File: src/rtl/uart_pkg.sv
// Shared types and helpers for the parametrised UART receiver.
package uart_pkg;

  typedef enum logic [2:0] {IDLE, START, DATA, PARITY, STOP} rx_state_t;

  localparam logic LINE_IDLE = 1'b1;

  // Width needed to hold CLKS_PER_BIT-1 in the bit-timing counter.
  function automatic int unsigned cnt_w(input int unsigned clks_per_bit);
    return (clks_per_bit < 2) ? 1 : $clog2(clks_per_bit);
  endfunction

endpackage

File: src/rtl/uart_sync_fifo.sv
// Synchronous FIFO for received words; a push into a full FIFO only lands when a pop frees a slot that cycle.
module uart_sync_fifo #(
  parameter int unsigned WIDTH = 8,
  parameter int unsigned DEPTH = 4
) (
  input  logic                           clk,
  input  logic                           RST,
  input  logic                           push,
  input  logic [WIDTH-1:0]               din,
  input  logic                           pop,
  output logic [WIDTH-1:0]               dout,
  output logic                           full,
  output logic                           empty,
  output logic [$clog2(DEPTH+1)-1:0]     count
);

  localparam int unsigned AW = (DEPTH > 1) ? $clog2(DEPTH) : 1;
  localparam int unsigned CW = $clog2(DEPTH+1);

  logic [WIDTH-1:0] mem [DEPTH];
  logic [AW-1:0]    wr_ptr, rd_ptr;
  logic             do_push, do_pop;

  assign empty   = (count == '0);
  assign full    = (count == CW'(DEPTH));
  assign do_pop  = pop && !empty;
  assign do_push = push && (!full || do_pop);
  assign dout    = mem[rd_ptr];

  always_ff @(posedge clk) begin
    if (RST) begin
      wr_ptr <= '0;
      rd_ptr <= '0;
      count  <= '0;
      for (int unsigned i = 0; i < DEPTH; i++) mem[i] <= '0;
    end else begin
      if (do_push) begin
        mem[wr_ptr] <= din;
        wr_ptr      <= wr_ptr + AW'(1);
      end
      if (do_pop) rd_ptr <= rd_ptr + AW'(1);
      case ({do_push, do_pop})
        2'b10:   count <= count + CW'(1);
        2'b01:   count <= count - CW'(1);
        default: count <= count;
      endcase
    end
  end

endmodule

File: src/rtl/uart_rx_fifo_param.sv
// Parametrised UART receiver with error pulses and an output FIFO.
// Optional parity check enabled by defining UART_RX_PARITY_EN.
module uart_rx_fifo_param
  import uart_pkg::*;
#(
  parameter int unsigned CLKS_PER_BIT = 5208,
  parameter int unsigned DATA_BITS    = 8,
  parameter int unsigned STOP_BITS    = 1,
  parameter int unsigned FIFO_DEPTH   = 4,
  parameter int unsigned PARITY_ODD   = 0
) (
  input  logic                              clk,
  input  logic                              RST,
  input  logic                              rxd,
  output logic [DATA_BITS-1:0]              dout,
  output logic                              valid,
  input  logic                              ready,
  output logic [$clog2(FIFO_DEPTH+1)-1:0]   count,
  output logic                              frame_err,
  output logic                              overrun,
  output logic                              parity_err
);

  localparam int unsigned CW = cnt_w(CLKS_PER_BIT);
  localparam int unsigned IW = (DATA_BITS > 1) ? $clog2(DATA_BITS) : 1;
  localparam logic [CW-1:0] HALF_BIT = CW'(CLKS_PER_BIT/2 - 1);
  localparam logic [CW-1:0] FULL_BIT = CW'(CLKS_PER_BIT - 1);
  localparam logic          ODD      = (PARITY_ODD != 0);

  rx_state_t            state, state_nxt;
  logic                 rx_meta, rx_sync, rx_prev;
  logic [CW-1:0]        cnt, cnt_nxt;
  logic [IW-1:0]        idx, idx_nxt;
  logic [DATA_BITS-1:0] shreg, shreg_nxt;
  logic                 stop_idx, stop_idx_nxt;
  logic                 stop_bad, stop_bad_nxt;
  logic                 par_bad, par_bad_nxt;
  logic                 sample, finish, end_ferr, end_perr;
  logic                 push, full, empty;

  assign sample = (cnt == '0);

  always_comb begin
    state_nxt    = state;
    cnt_nxt      = sample ? cnt : cnt - CW'(1);
    idx_nxt      = idx;
    shreg_nxt    = shreg;
    stop_idx_nxt = stop_idx;
    stop_bad_nxt = stop_bad;
    par_bad_nxt  = par_bad;
    finish       = 1'b0;
    end_ferr     = 1'b0;
    end_perr     = 1'b0;
    case (state)
      IDLE: if (rx_prev && !rx_sync) begin
        cnt_nxt   = HALF_BIT;
        state_nxt = START;
      end
      START: if (sample) begin
        if (rx_sync) state_nxt = IDLE;
        else begin
          cnt_nxt      = FULL_BIT;
          idx_nxt      = '0;
          stop_idx_nxt = 1'b0;
          stop_bad_nxt = 1'b0;
          par_bad_nxt  = 1'b0;
          state_nxt    = DATA;
        end
      end
      DATA: if (sample) begin
        shreg_nxt[idx] = rx_sync;
        cnt_nxt        = FULL_BIT;
        if (32'(idx) == DATA_BITS - 1) begin
`ifdef UART_RX_PARITY_EN
          state_nxt = PARITY;
`else
          state_nxt = STOP;
`endif
        end else idx_nxt = idx + IW'(1);
      end
      PARITY: if (sample) begin
        par_bad_nxt = rx_sync != ((^shreg) ^ ODD);
        cnt_nxt     = FULL_BIT;
        state_nxt   = STOP;
      end
      STOP: if (sample) begin
        if (!rx_sync) stop_bad_nxt = 1'b1;
        // Leave at the last mid-bit sample so the next start edge is caught promptly.
        if (32'(stop_idx) == STOP_BITS - 1) begin
          finish    = 1'b1;
          end_ferr  = stop_bad || !rx_sync;
`ifdef UART_RX_PARITY_EN
          end_perr  = par_bad;
`endif
          state_nxt = IDLE;
        end else begin
          stop_idx_nxt = stop_idx + 1'b1;
          cnt_nxt      = FULL_BIT;
        end
      end
      default: state_nxt = IDLE;
    endcase
  end

  assign push = finish && !end_ferr && !end_perr;

  always_ff @(posedge clk) begin
    if (RST) begin
      rx_meta    <= LINE_IDLE;
      rx_sync    <= LINE_IDLE;
      rx_prev    <= LINE_IDLE;
      state      <= IDLE;
      cnt        <= '0;
      idx        <= '0;
      shreg      <= '0;
      stop_idx   <= 1'b0;
      stop_bad   <= 1'b0;
      par_bad    <= 1'b0;
      frame_err  <= 1'b0;
      overrun    <= 1'b0;
      parity_err <= 1'b0;
    end else begin
      rx_meta    <= rxd;
      rx_sync    <= rx_meta;
      rx_prev    <= rx_sync;
      state      <= state_nxt;
      cnt        <= cnt_nxt;
      idx        <= idx_nxt;
      shreg      <= shreg_nxt;
      stop_idx   <= stop_idx_nxt;
      stop_bad   <= stop_bad_nxt;
      par_bad    <= par_bad_nxt;
      frame_err  <= end_ferr;
      overrun    <= push && full && !ready;
      parity_err <= end_perr;
    end
  end

  assign valid = !empty;

  uart_sync_fifo #(
    .WIDTH (DATA_BITS),
    .DEPTH (FIFO_DEPTH)
  ) u_fifo (
    .clk   (clk),
    .RST   (RST),
    .push  (push),
    .din   (shreg_nxt),
    .pop   (ready),
    .dout  (dout),
    .full  (full),
    .empty (empty),
    .count (count)
  );

endmodule
File: config.mk
export PLATFORM = sky130hd
export DESIGN_NAME = uart_rx_fifo_param
export DESIGN_NICKNAME = d
export VERILOG_FILES = /design/src/rtl/uart_pkg.sv /design/src/rtl/uart_sync_fifo.sv /design/src/rtl/uart_rx_fifo_param.sv
export SDC_FILE = /design/constraint.sdc
export NUM_CORES = 1
export LEC_CHECK = 0
export BUFFER_PORTS_ARGS = -buffer_cell sky130_fd_sc_hd__buf_2
export CAP_MARGIN = 30
export CORE_MARGIN = 8
export CORE_UTILIZATION = 55
export DETAILED_ROUTE_END_ITERATION = 8
export GPL_TIMING_DRIVEN = 1
export PLACE_DENSITY = 0.79
export SYNTH_ARGS = -nofsm -noshare
export SYNTH_HDL_FRONTEND = slang
export SYNTH_HIERARCHICAL = 1
export SYNTH_SLANG_ARGS = --single-unit
File: constraint.sdc
create_clock -name clk -period 3.53 [get_ports clk]
set_input_delay 0.353 -clock clk [delete_from_list [all_inputs] [get_ports clk]]
set_output_delay 0.353 -clock clk [all_outputs]
set_load 0.005 [all_outputs]
---- Word-level counts from Yosys, hierarchy flattened ----
Memories as Yosys holds them, arrays and structs flattened. A register that Yosys moved wholly into a read port is not among the register bits.
Index checks and enable logic that the tools add are counted.
storage, ports and cells
  flip-flop bits (word level) ............. 41
  latch bits .............................. 0
  memory bits (writable) .................. 32
  bits in read-only memories .............. 0
  memories ................................ 1
memories
  memory      words  width  read ports  clocked after Yosys merged registers in  write ports  RTL line              source
  u_fifo.mem  4      8      1           1                                        4            uart_sync_fifo.sv:20  logic [WIDTH-1:0] mem [DEPTH];
cells by class
  $add $sub $neg .......................... 7
  $mul .................................... 0
  div/mod/pow operators ................... 0
  order comparisons ....................... 2
  equal/unequal tests ..................... 18
  shift operators ......................... 0
  muxes and demuxes ....................... 52
  bitwise gates (word level) .............. 0
  reduce and logical (&&, ||, !) cells .... 26
operators with widths
  operator                                                     count
  2-to-1 mux 13 bit                                            7
  case mux 13 bit (4 select lines)                             1
  2-to-1 mux 3 bit                                             11
  2-to-1 mux 8 bit                                             3
  inequality test 2 bit (second input constant)                10
  2-to-1 mux 1 bit                                             19
  case mux 3 bit (5 select lines)                              1
  zero test 13 bit                                             1
  subtractor 13 x 1 -> 13 bit (second input constant)          1
  case mux 3 bit (2 select lines)                              2
  AND reduction 5 bit                                          2
  equality test 3 bit (second input constant)                  3
  bitwise mux 8 bit                                            1
  2-to-1 mux 2 bit                                             4
  OR reduction 8 bit                                           1
  logical AND 1 bit                                            7
  AND reduction 7 bit                                          1
  adder 3 x 1 -> 3 bit (second input constant)                 2
  equality test 3 x 2 -> 1 bit (second input constant)         2
  zero test 3 bit                                              2
  nonzero test 2 bit                                           3
  zero test 1 bit                                              5
  adder 2 x 1 -> 2 bit (second input constant)                 2
  less-than comparator 3 x 4 -> 1 bit (second input constant)  1
  other kinds (11)                                             13

---- Logic depth before layout (Yosys ltp) ----
  word-level depth ........................ 13
  depth in mapped cells ................... 16
  mapped depth without buffers ............ 14

---- Modules after synthesis ----
Netlist, hierarchy kept.
by module, submodules not included
  module              times used  cells an instance  area an instance (µm²)  seq. area each (µm²)
  uart_sync_fifo      1           131                1853.0                  1141.1
  uart_rx_fifo_param  1           216                1781.7                  660.6

---- Worst setup path before layout ----
OpenSTA, ideal clock, no wires.
  path kind ............................... register to register
  start ................................... register cnt[0]
  end ..................................... register u_fifo.count[2]
  arrival time ............................ 3390 ps
  setup slack ............................. 70 ps
  stages on the path, launching flop included .. 17
  path through ............................ dfxtp_1 -> inv_1 -> ha_1 -> or4b_1 -> nor4_4 -> buf_2 -> buf_4 -> nand3_1 -> nor3_1 -> nor2b_1 -> inv_1 -> ha_1 -> inv_1 -> fa_1 -> xor2_1 -> or3_1 -> a21oi_1
between the ends
  cells in the longest elaborated chain, start to end .. 8
  elaborated cells on any way between the ends .. 12
  classes of those cells .................. eq/ne: 2; mux: 5; reduce/logical: 5
ends and longest elaborated chain
  what                                                                   RTL line                   source
  from (decl)                                                            uart_rx_fifo_param.sv:32   logic [CW-1:0] cnt, cnt_nxt;
  from (signal assigned)                                                 uart_rx_fifo_param.sv:127  cnt <= cnt_nxt;
  zero test 13 bit (*)                                                   uart_rx_fifo_param.sv:41   assign sample = (cnt == '0);
  2-to-1 mux 1 bit                                                       uart_rx_fifo_param.sv:86   STOP: if (sample) begin
  2-to-1 mux 1 bit                                                       uart_rx_fifo_param.sv:54   case (state)
  zero test 1 bit                                                        uart_rx_fifo_param.sv:105  assign push = finish && !end_ferr && !end_perr;
  logical AND 1 bit (*)                                                  uart_rx_fifo_param.sv:105
  net push                                                               uart_rx_fifo_param.sv:39   logic push, full, empty;
  logical AND 1 bit (*)                                                  uart_sync_fifo.sv:27       assign do_push = push && (!full || do_pop);
  equality test 2 x 1 -> 1 bit or equality test 2 bit (tied branches)    uart_sync_fifo.sv:42       case ({do_push, do_pop})
  case mux 3 bit (2 select lines) or nonzero test 2 bit (tied branches)  -
  to (signal assigned)                                                   uart_sync_fifo.sv:43       2'b10: count <= count + CW'(1);
  to (signal assigned)                                                   uart_sync_fifo.sv:44       2'b01: count <= count - CW'(1);
  to (signal assigned)                                                   uart_sync_fifo.sv:45       default: count <= count;
  to (decl)                                                              uart_sync_fifo.sv:14       output logic [$clog2(DEPTH+1)-1:0] count
Mark *: on every way through the listed nets, which the timed path passes. The rest lies on a longest branch.
A chain may end at the register's enable or synchronous reset.

---- Final worst setup path ----
Same ends and word-level chain as after synthesis.

==> run metrics <==
status=complete, no violations; Num Clock Sinks=74; final-report setup violation count=0; H-tree depth=3; routed len/inst=between 15 and 20 um; Worst-Skew Late Latency=between 300 and 400 ps; RSZ-0062 raised after global routing=no; Synth Register Bits=74; mapped cell area=0.00363 mm2; grt total ovfl=0; clk slew on worst S/H paths=around 70 ps; post-detail-place hpwl=5000 um; fin. max-slew vios=0; nets@finish=~380; CP Data Required Time=3800 ps; Tcrit/Tclk final=0.911; FMAX=about 310 MHz; fraction of registers with async set/reset=0; Synth Instances=~350; DP Cell Count=430; Setup Fix Bufs, Post-CTS=0; Die Area=between 0.009 and 0.01 mm2; Max Cap Violations=0; min cycle time layout=roughly 3200 ps; vias in the first global route=about 2.7k; Worst Skew=between 10 and 15 ps; CTS max path bufs=2; CTS tree=built; critical-path cell list=inv_1 -> ha_1 -> or4b_1 -> nor4_4 -> nand3_1 -> nor3_1 -> nor2b_1 -> inv_1 -> ha_1 -> inv_1 -> fa_1 -> xor2_1 -> or3_1 -> a21oi_1; Starting DRT DRC Count=192; num ports=19; leakage=0.00149 uW; # rows=29; Final Hold Fails=0; CTS Buf Count=9; Post-Route WL=about 7400 um; Hold Buf Count CTS=0; antenna fix cells=0; largest net degree at the start of global routing=between 40 and 50; CP max stage delay=approximately 520 ps; Ys Warns=6; Synth-to-Final Area Change=9.54%; core area=~0.0064 mm2; commonest non-fill, non-tap cell in the layout=dfxtp_1; maximum VDD drop=between 300 and 400 uV; number of synthesized flops with an enable pin=32; Residual DRC=0; GR Util All Layers=0.164; Final Core Density=0.623; Avg Synthesized Cell Area=about 10 um2; worst path arrival time=approximately 3500 ps; Crit-path slowest cell=or4b_1; share of post-route cells with drive strength above 1=0.182; Syn Nets=~360; die width=about 97 um; Netlist cell types=55; # fillers=approximately 500; via count=between 2k and 3k; via-per-instance ratio=5.95; area leader, netlist=edfxtp_1; initial antenna violation count=0; GPL Wtd Cong=roughly 0.86; Cell Pwr Density=about 600 mW/mm2; fin cells=between 400 and 500; clk root buf=clkbuf_8; most frequent cells in the layout=dfxtp_1, and2_1, edfxtp_1; Seq/Total Area, Yosys=0.496; first-pass GRT wire length=around 13000 um; Top FF cell, synth=dfxtp_1; placed cell areas=between 0.003 and 0.004 mm2; Slew HR=0.437; top cells by area, synth=edfxtp_1, dfxtp_1, and2_1; Critical Path End Type=register; Tightest Pin Transition=about 840 ps; Worst Hold Class=in2reg; critical path class=reg2reg; crit-path max FO=4; setup_tns=0 ps; top-area cell type share of the netlist area=0.264; Die Y=slightly below 100 um; Startpoint Class=register; fin area=between 0.003 and 0.004 mm2; drt first pass iters=4; Final ANT Viol Nets=0; Initial Utilization=0.569; CTS resizes=0; # port buffers=17; most used cell, CP=inv_1
-- synth_stat cells, types with 10 or more instances --
cell / number
inv_1: 11
and2_1: 32
a21oi_1: 23
or3_1: 14
edfxtp_1: 32
nand2_1: 17
nor2_1: 23
dfxtp_1: 42
clkbuf_1: 10
o21ai_0: 19
-- flip-flops by register name (all words and copies together), names as in the netlist, named ones only --
name and flops:
frame_err 1, u_fifo/wr_ptr 2, u_fifo/count 3, rx_prev 1, cnt 13, stop_bad 1, rx_meta 1, u_fifo/rd_ptr 2
u_fifo/mem 32, state 3, rx_sync 1, overrun 1, idx 3, shreg 8
-- stage by stage --
stage	total power, uW	setup slack, ps	hold slack, ps
6_report	2380	314	186
5_1_grt	2520	59.3	182
4_1_cts	2380	309	177
3_5_place_dp	1720	427	400
3_3_place_gp	1700	514	396
2_1_floorplan	1620	70.0	393
-- final timing paths --
| path | slack, ps | to | depth (start not counted) | from |
|---|---|---|---|---|
| worst min-delay path | 190 | rx_meta | 2 | rxd |
| worst min register to register | 410 | rx_sync | 1 | rx_meta |
| worst max-delay path | 310 | u_fifo/count[2] | 14 | cnt[0] |
| worst max register to register | 310 | u_fifo/count[2] | 14 | cnt[0] |
-- layer usage --
| metal | vias to the layer above | GRT usage | routed length (um) |
|---|---|---|---|
| li1 | 1312 | - | - |
| met1 | 1267 | 0.203 | 3430 |
| met2 | 63 | 0.259 | 3540 |
| met3 | 13 | 0.0363 | 281 |
| met4 | 0 | 0.0862 | 150 |
| met5 | - | 0 | 0 |
-- area by class of cell --
cell class	instances	area, um2	area share
multi-input cells	242	1700	0.428
clock inverters	6	65.1	0.0163
flip-flops and latches	74	1800	0.453
well taps	77	96.3	0.0242
clock buffers	10	128	0.0321
inverters	13	48.8	0.0123
repair buffers	24	138	0.0346
-- report_power, final --
| part | leakage, uW | switching [uW] | internal [uW] |
|---|---|---|---|
| combinational | 0.000722 | 388 | 274 |
| clock | 0.0000966 | 316 | 328 |
| sequential | 0.000672 | 92.7 | 977 |
-- critical path: cells and delay by family, from the launching register on --
kind                       cells  cell delay, ps
and+or+nand+nor                6            1780
adders and majority gates      3             570
DFF                            1             340
buffers and inverters          3             240
AOI/OAI and AO/OA              1             150
xor gates and xnor gates       1              70
-- cells by family after synthesis --
group                    after synthesis  synth area share
buffers and inverters                 31            0.0355
other                                  1           0.00103
flip-flops                            74             0.496
multiplexers                          12            0.0609
AND/OR/NAND/NOR                      155             0.261
adder cells (fa/ha/maj)                7            0.0262
XOR/XNOR                               3           0.00723
AO/OA/AOI/OAI                         64             0.113
Power figures use the tool's default switching activity.
